[config.mk]
export PLATFORM = sky130hd
export DESIGN_NAME = seg_bcd_scan
export DESIGN_NICKNAME = d
export VERILOG_FILES = /design/src/rtl/seg_bcd_scan.sv
export SDC_FILE = /design/constraint.sdc
export NUM_CORES = 1
export LEC_CHECK = 0
export ABC_AREA = 1
export CAP_MARGIN = 25
export CORE_MARGIN = 2
export CORE_UTILIZATION = 43
export DETAILED_ROUTE_END_ITERATION = 10
export GPL_ROUTABILITY_DRIVEN = 0
export GPL_TIMING_DRIVEN = 0
export SLEW_MARGIN = 20
export SYNTH_ARGS = -nofsm -noshare
export SYNTH_HDL_FRONTEND = slang
export SYNTH_SLANG_ARGS = --single-unit
[constraint.sdc]
create_clock -name clk -period 2.35 [get_ports clk]
set_clock_uncertainty 0.15 [all_clocks]
set_input_delay 0.3525 -clock clk [delete_from_list [all_inputs] [get_ports clk]]
set_output_delay 0.3525 -clock clk [all_outputs]
set_load 0.05 [all_outputs]
[src/rtl/seg_bcd_scan.sv]
// Free-running binary-to-BCD converter (sequential double-dabble) feeding a
// 6-digit multiplexed common-anode display. Optional: SEG_LEADING_ZERO_BLANK_EN.
module seg_bcd_scan #(
  parameter int unsigned CLK_FREQ = 50_000_000,
  parameter int unsigned SCAN_HZ  = 1000
) (
  input  logic        clk,
  input  logic        rst_n,
  input  logic        en,
  input  logic [19:0] num,
  output logic [23:0] bcd_out,
  output logic        bcd_valid,
  output logic [5:0]  seg_sel_n,
  output logic [7:0]  seg_data
);

  localparam int unsigned DIV = CLK_FREQ / SCAN_HZ;
  localparam int unsigned DW  = (DIV > 1) ? $clog2(DIV) : 1;

  typedef enum logic [1:0] {IDLE, LOAD, SHIFT, DONE} state_e;

  state_e        state_q, state_d;
  logic [4:0]    cnt_q, cnt_d;
  logic [19:0]   bin_q, bin_d;
  logic [23:0]   bcd_q, bcd_d;
  logic [23:0]   bcd_out_q, bcd_out_d;
  logic [23:0]   adj;
  logic [19:0]   num_clamped;
  logic          load_en, shift_en;
  logic [DW-1:0] div_q, div_d;
  logic [2:0]    idx_q, idx_d;
  logic [5:0]    sel_q, sel_d;
  logic [7:0]    dat_q, dat_d;
  logic [3:0]    nib;
  logic [5:0]    blank;

  function automatic logic [7:0] encode(input logic [3:0] d);
    case (d)
      4'd0:    encode = 8'hC0;
      4'd1:    encode = 8'hF9;
      4'd2:    encode = 8'hA4;
      4'd3:    encode = 8'hB0;
      4'd4:    encode = 8'h99;
      4'd5:    encode = 8'h92;
      4'd6:    encode = 8'h82;
      4'd7:    encode = 8'hF8;
      4'd8:    encode = 8'h80;
      4'd9:    encode = 8'h90;
      default: encode = 8'hFF;
    endcase
  endfunction

  assign num_clamped = (num > 20'd999999) ? 20'd999999 : num;

  // Converter FSM: state register
  always_ff @(posedge clk or negedge rst_n) begin
    if (!rst_n) state_q <= IDLE;
    else        state_q <= state_d;
  end

  always_comb begin
    state_d = state_q;
    case (state_q)
      IDLE:    state_d = LOAD;
      LOAD:    state_d = SHIFT;
      SHIFT:   if (cnt_q == 5'd19) state_d = DONE;
      DONE:    state_d = IDLE;
      default: state_d = IDLE;
    endcase
  end

  always_comb begin
    load_en   = (state_q == LOAD);
    shift_en  = (state_q == SHIFT);
    bcd_valid = (state_q == DONE);
  end

  // The final shift is written straight to bcd_out so it changes in the DONE cycle.
  always_comb begin
    cnt_d     = cnt_q;
    bin_d     = bin_q;
    bcd_d     = bcd_q;
    bcd_out_d = bcd_out_q;
    adj       = bcd_q;
    for (int unsigned i = 0; i < 6; i++) begin
      if (bcd_q[4*i +: 4] >= 4'd5) adj[4*i +: 4] = bcd_q[4*i +: 4] + 4'd3;
    end
    if (load_en) begin
      bin_d = num_clamped;
      bcd_d = '0;
      cnt_d = '0;
    end else if (shift_en) begin
      bin_d = {bin_q[18:0], 1'b0};
      bcd_d = {adj[22:0], bin_q[19]};
      cnt_d = cnt_q + 5'd1;
      if (cnt_q == 5'd19) bcd_out_d = {adj[22:0], bin_q[19]};
    end
  end

  always_ff @(posedge clk or negedge rst_n) begin
    if (!rst_n) begin
      cnt_q     <= '0;
      bin_q     <= '0;
      bcd_q     <= '0;
      bcd_out_q <= '0;
    end else begin
      cnt_q     <= cnt_d;
      bin_q     <= bin_d;
      bcd_q     <= bcd_d;
      bcd_out_q <= bcd_out_d;
    end
  end

  always_comb begin
    div_d = div_q + DW'(1);
    idx_d = idx_q;
    if (div_q == DW'(DIV - 1)) begin
      div_d = '0;
      idx_d = (idx_q == 3'd5) ? 3'd0 : idx_q + 3'd1;
    end
  end

  // A digit is blanked when it and every digit above it are zero; ones always shown.
  always_comb begin
    logic seen;
    seen  = 1'b0;
    blank = '0;
    for (int unsigned i = 5; i >= 1; i--) begin
      seen = seen | (bcd_out_q[4*i +: 4] != 4'd0);
`ifdef SEG_LEADING_ZERO_BLANK_EN
      blank[i] = ~seen;
`else
      blank[i] = 1'b0;
`endif
    end
  end

  always_comb begin
    nib = 4'd0;
    for (int unsigned i = 0; i < 6; i++) begin
      if (idx_q == 3'(i)) nib = bcd_out_q[4*i +: 4];
    end
    sel_d = '1;
    dat_d = '1;
    if (en) begin
      sel_d = ~(6'd1 << idx_q);
      dat_d = blank[idx_q] ? 8'hFF : encode(nib);
    end
  end

  always_ff @(posedge clk or negedge rst_n) begin
    if (!rst_n) begin
      div_q <= '0;
      idx_q <= '0;
      sel_q <= '1;
      dat_q <= '1;
    end else begin
      div_q <= div_d;
      idx_q <= idx_d;
      sel_q <= sel_d;
      dat_q <= dat_d;
    end
  end

  assign bcd_out   = bcd_out_q;
  assign seg_sel_n = sel_q;
  assign seg_data  = dat_q;

endmodule

==> reports/qor.csv, run 1 <==
metric,value,unit
pwr/cell area,867,nW/µm²
Synth Net Count,707,
Boundary Pins,62,
sequential area share after synthesis,0.493,
Netlist cell types,37,
Post-Route WL,12400,µm
Async SR Flop Fraction,1.00,
Synth Flop Type,dfrtp_1,
Min-Delay Path Class,input port to flip-flop,
number of synthesized flops with an enable pin,0,
"CP delay by family, top",buffers and inverters,
H-Tree Level Count,3,
Max Fclk,448,MHz
Tcrit/Tclk final,0.951,
"count leader, synth",nand2_1,
synthesized area,5470,µm²
synth cell count leaders,"155 x nand2_1, 94 x dfrtp_1, 76 x inv_1",
final worst slack,0.116,ns
post-placement cell count,895,
Max Root-Sink Buffers,2,
DPL Wire Length,9260,µm
vias in the first global route,4340,
Clock Sinks,107,
detail-routed via count per cell,5.06,
CTS tree,yes,
unrepaired setup endpoints after global routing,false,
"Core Util, Final",0.533,
Tmin final,2.23,ns
Pleak,3.12,nW
synthesized flop and latch total,107,
Least-Margin Pin Slew,0.544,ns
DRC viols,0,
post-CTS setup buffers,0,
status,finished clean,
biggest area consumer among synthesized cells,dfrtp_1,
"Max stage delay cell, worst path",clkdlybuf4s50_1,
Min-Delay Startpoint,en,
largest net degree at the start of global routing,57,
final slew viol count,0,
max-cap viol count,0,
chip width,117,µm
die height,117,µm
port bufs,59,
gr usage total,0.191,
WP data arrival,1.73,ns
clk_lat worst skew,0.35,ns
Root Driver,clkbuf_16,
Critical path buffers and inverters,1,
crit path max fanout,5,
pre-CTS setup slack,-0.182,ns
core footprint,12500,µm²
CTS buffer count,9,
Rel. slew slack,0.637,
setup violators final,0,
vias,4611,
CP cell instances,ha_1 -> clkdlybuf4s50_1,
worst vdd rail ir drop,0.447,mV
Worst-path clk slew,0.07,ns
Crit Path Class,flip-flop to output port,
ranking of synthesized cells by area,"dfrtp_1 43%, nand2_1 11%, o21ai_0 6.6%",
YS warnings,0,
data required time at the worst endpoint,1.85,ns
Non-Filler Instances,911,
Final Net Count,778,
area of the die,13600,µm²
setup TNS,0,ns
critical path endpoint category,output port,
area grow syn2layout,22.1,%
total gr overflow,0,
layout cell share with drive strength beyond 1,0.0812,
antenna violations before repair,0,
syn_area_per_cell,8.25,µm²
first-pass GRT wire length,20500,µm
DR WL/cell,13.6,µm
crit-path max cell delay,0.79,ns
launch point of the worst reg-to-reg path,cnt_q[0]$_DFFE_PN0P_,
Startpoint Class,flip-flop,
Critical path origin,state_q[1]$_DFFE_PN0P_,
initial core utilization,0.437,
diodes inserted,0,
DRT Pass-1 Iters,5,
Final ANT Viol Nets,0,
initial drt markers,356,
final hold vios,0,
Cells after Synth,663,
fillers,1218,
# rows,41,
post-synth top area share,0.430,
[logic make-up (layout without fill, tap and decap cells)]
logic type      Yosys count  count (layout)  synth area share
buf+inv                 106             182            0.0776
compound gates          122             122             0.122
fa+ha+maj                21              21            0.0480
xor+xnor                 20              20            0.0320
flops                   107             107             0.493
simple gates            286             286             0.227
other cells               1               1          0.000686
[layer usage]
layer,routed length [µm],GRT usage
met2,5680,0.313
met5,0,0
met3,628,0.0294
met1,5860,0.257
met4,259,0.0776
[state kept, by name (all words and copies together) (netlist names)]
register / flops
bcd_out: 24
bcd_q: 24
bin_q: 20
div_q: 16
seg_data: 7
seg_sel_n: 6
cnt_q: 5
idx_q: 3
state_q: 2
[placed cells by master (no fill, tap or decap), types with 3 or more instances in the layout]
cell	Yosys	layout
buf_6	2	3
clkbuf_16	0	9
nand3_1	64	64
buf_2	4	3
a21oi_1	36	36
bufinv_16	0	3
clkdlybuf4s50_1	0	58
nor4_1	4	3
a31o_2	4	4
dfstp_2	13	13
xor2_1	18	18
nand4_1	11	11
nand2_1	155	155
ha_1	21	20
o21ai_0	72	71
inv_2	2	4
dfrtp_1	94	94
nor2_1	39	39
nor3_1	6	6
clkbuf_1	16	14
inv_1	76	76
[power breakdown]
part           internal, mW  total, mW  switching (mW)
clock network          1.07       1.73           0.665
registers              2.11       2.29           0.185
logic                 0.573       1.76            1.19
[final timing paths]
path,slack (ns),cells past startpoint,to
worst max-delay path,0.12,2,bcd_valid
worst min-delay path,0.10,2,seg_sel_n[3]$_DFF_PN1_
worst max register to register,0.19,8,bcd_out[19]$_DFFE_PN0P_
worst min register to register,0.31,1,div_q[0]$_DFF_PN0_
max in group asynchronous,1.02,3,bcd_q[20]$_DFFE_PN0P_
min in group asynchronous,0.39,2,div_q[2]$_DFF_PN0_
[worst reg2reg max path, cell delays in order (launching register included)]
cell and delay, ns:
dfrtp_1 0.40, ha_1 0.19, inv_1 0.05, nor4_1 0.33
nand2_1 0.32, inv_1 0.24, buf_2 0.23, nand2_1 0.08
o21ai_0 0.08
[cell type report]
cell class	count	area [µm²]	area share
Clock inverter	5	100	0.0150
Buffer	23	115	0.0172
Multi-Input combinational cell	450	2370	0.355
Clock buffer	11	243	0.0364
Inverter	82	310	0.0465
Tap cell	172	215	0.0322
Sequential cell	107	2690	0.403
Timing Repair Buffer	61	629	0.0943
[timing repair]
item	4_1_cts	5_1_grt
endpoints found under the hold margin	42	0
pin swaps	0	0
setup endpoints to repair	4	36
hold buffers	1	0
gates resized for setup	0	11
[through the flow]
step | hold WS [ns] | power, mW | area [µm²]
final | 0.103 | 5.79 | 6680
after global routing | 0.129 | 6.05 | 6680
after CTS | 0.0934 | 5.83 | 6650
after detailed placement | 0.206 | 4.09 | 6300
after global placement | 0.301 | 4.06 | 6270
after floorplan | -0.0931 | 3.44 | 5470
No activity file was read; power rests on OpenSTA's default activity.
==> run 2, diff against run 1 <==
- TNS_END_PERCENT: not set -> 5
==> run 2 against run 1 <==
  * Hold slack got worse by 0.0064 ns
  * Global-route usage unchanged
  * Via count is 0.39% higher
  * Critical path depth is 6 higher
  * Critical path type is now flip-flop to flip-flop
  * Critical endpoint is now cnt_q[4]$_DFFE_PN0P_
  * Largest power group unchanged
==> reports/qor.csv, run 2 (synthesis gave the netlist of run 1 again) <==
metric,value,unit
chip width,117,µm
WP data arrival,2.33,ns
Final ANT Viol Nets,0,
antenna violations before repair,0,
Rel. slew slack,0.635,
data required time at the worst endpoint,2.44,ns
final slew viol count,0,
final worst slack,0.107,ns
port bufs,59,
Final Net Count,778,
DRC viols,0,
Max Root-Sink Buffers,2,
largest net degree at the start of global routing,57,
die height,117,µm
Switch Pwr,2.04,mW
Post-Route WL,12500,µm
unrepaired setup endpoints after global routing,true,
H-Tree Level Count,3,
clk_lat worst skew,0.35,ns
Crit Path Class,flip-flop to flip-flop,
Logic pwr share,0.305,
CTS buffer count,9,
vias in the first global route,4340,
"commonest non-fill, non-tap cells in the layout","155 x nand2_1, 94 x dfrtp_1, 76 x inv_1",
Startpoint Class,flip-flop,
area grow syn2layout,22.1,%
Internal,3.75,mW
# rows,41,
pre-CTS setup slack,-0.182,ns
layout cell share with drive strength beyond 1,0.0785,
Least-Margin Pin Slew,0.547,ns
worst vdd rail ir drop,0.450,mV
switching share of power,0.353,
initial drt markers,360,
pwr/cell area,867,nW/µm²
sequential power share,0.396,
Boundary Pins,62,
max-cap viol count,0,
clock share of power,0.299,
status,finished clean,
crit path max fanout,9,
final hold vios,0,
reg2reg path depth,8,
first-pass GRT wire length,20500,µm
Min-Delay Path Class,input port to flip-flop,
Tcrit/Tclk final,0.955,
DRT Pass-1 Iters,5,
area of the die,13600,µm²
reg2reg setup slack,0.11,ns
detail-routed via count per cell,5.08,
setup violators final,0,
critical path endpoint category,flip-flop,
Tmin final,2.24,ns
RR Endpoint,cnt_q[4]$_DFFE_PN0P_,
total gr overflow,0,
diodes inserted,0,
gr usage total,0.191,
Worst-path clk slew,0.07,ns
Root Driver,clkbuf_16,
DPL Wire Length,9260,µm
total power draw,5.79,mW
Min-Delay Startpoint,en,
"commonest non-fill, non-tap cell in the layout",nand2_1,
CTS tree,yes,
Hold Path Cell Cnt,2,
core footprint,12500,µm²
Worst Hold Endpoint,seg_sel_n[3]$_DFF_PN1_,
launch point of the worst reg-to-reg path,state_q[1]$_DFFE_PN0P_,
initial core utilization,0.437,
DR WL/cell,13.7,µm
Max Fclk,446,MHz
vias,4629,
setup TNS,0,ns
Pleak,3.11,nW
Clock Sinks,107,
-- run 2: cell types whose count changed in the layout (fill, tap and decap cells not counted), sizes merged --
cell	previous run	this run
inv	81	80
clkinv	3	4
-- run 2: layout make-up --
| cell class | count | area (µm²) |
|---|---|---|
| tap | 172 | 215 |
| buffer | 23 | 114 |
| timing repair buffer | 61 | 629 |
| clock inverter | 5 | 100 |
| fill | 1218 | 5840 |
| clock buffer | 11 | 243 |
| sequential | 107 | 2690 |
| inverter | 82 | 310 |
| multi-input combinational | 450 | 2370 |
-- run 2: worst max-delay path by stage --
stage                                      start                    end  slack [ns]  depth (start not counted)
after floorplan             idx_q[2]$_DFFE_PN0N_  seg_data[3]$_DFF_PN1_        0.22                         13
after global placement                     rst_n   bin_q[5]$_DFFE_PN0P_       -3.38                          1
after detailed placement                 num[18]  bin_q[10]$_DFFE_PN0P_       -0.18                          8
after CTS                   idx_q[2]$_DFFE_PN0N_  seg_data[3]$_DFF_PN1_        0.01                         12
after global routing      state_q[1]$_DFFE_PN0P_  bcd_q[18]$_DFFE_PN0P_       -0.08                          6
final                     state_q[1]$_DFFE_PN0P_   cnt_q[4]$_DFFE_PN0P_        0.11                          8
-- run 2: repair_timing --
item                       CTS  global route
buffers inserted             0             0
pin swaps                    0             0
hold buffers                 1             0
gates resized for setup      0             8
setup endpoints to repair    4            36
cloned                       0             0
hold endpoints to repair    42             0
-- run 2: worst max-delay path, cell delays in order, from the launching register on --
cell and delay, ns:
dfrtp_1 0.42, inv_1 0.08, ha_1 0.27, clkbuf_1 0.28
clkinv_1 0.32, nor3_1 0.27, nand2_1 0.10, o21ai_0 0.18
a21oi_1 0.06
-- run 2: routing by layer --
| metal | global-route usage | wire [µm] |
|---|---|---|
| met1 | 0.257 | 5890 |
| met4 | 0.0776 | 260 |
| met5 | 0 | 0 |
| met3 | 0.0294 | 609 |
| met2 | 0.313 | 5710 |
-- run 2: power groups by stage --
stage | combinational (mW) | sequential, mW | clock, mW
floorplan | 0.407 | 3.03 | 0
global placement | 1.74 | 2.32 | 0
detailed placement | 1.77 | 2.32 | 0
CTS | 1.77 | 2.29 | 1.77
global route | 1.89 | 2.32 | 1.84
finish | 1.76 | 2.29 | 1.73
-- run 2: per-stage QoR --
stage                     instances  hold slack (ns)  cell area, µm²  utilization
final                           911           0.0963            6680        0.533
after global placement          894            0.301            6270        0.501
after global routing            911            0.129            6680        0.533
after detailed placement        895            0.206            6300        0.504
after floorplan                 663          -0.0931            5470            -
after CTS                       911           0.0934            6650        0.531
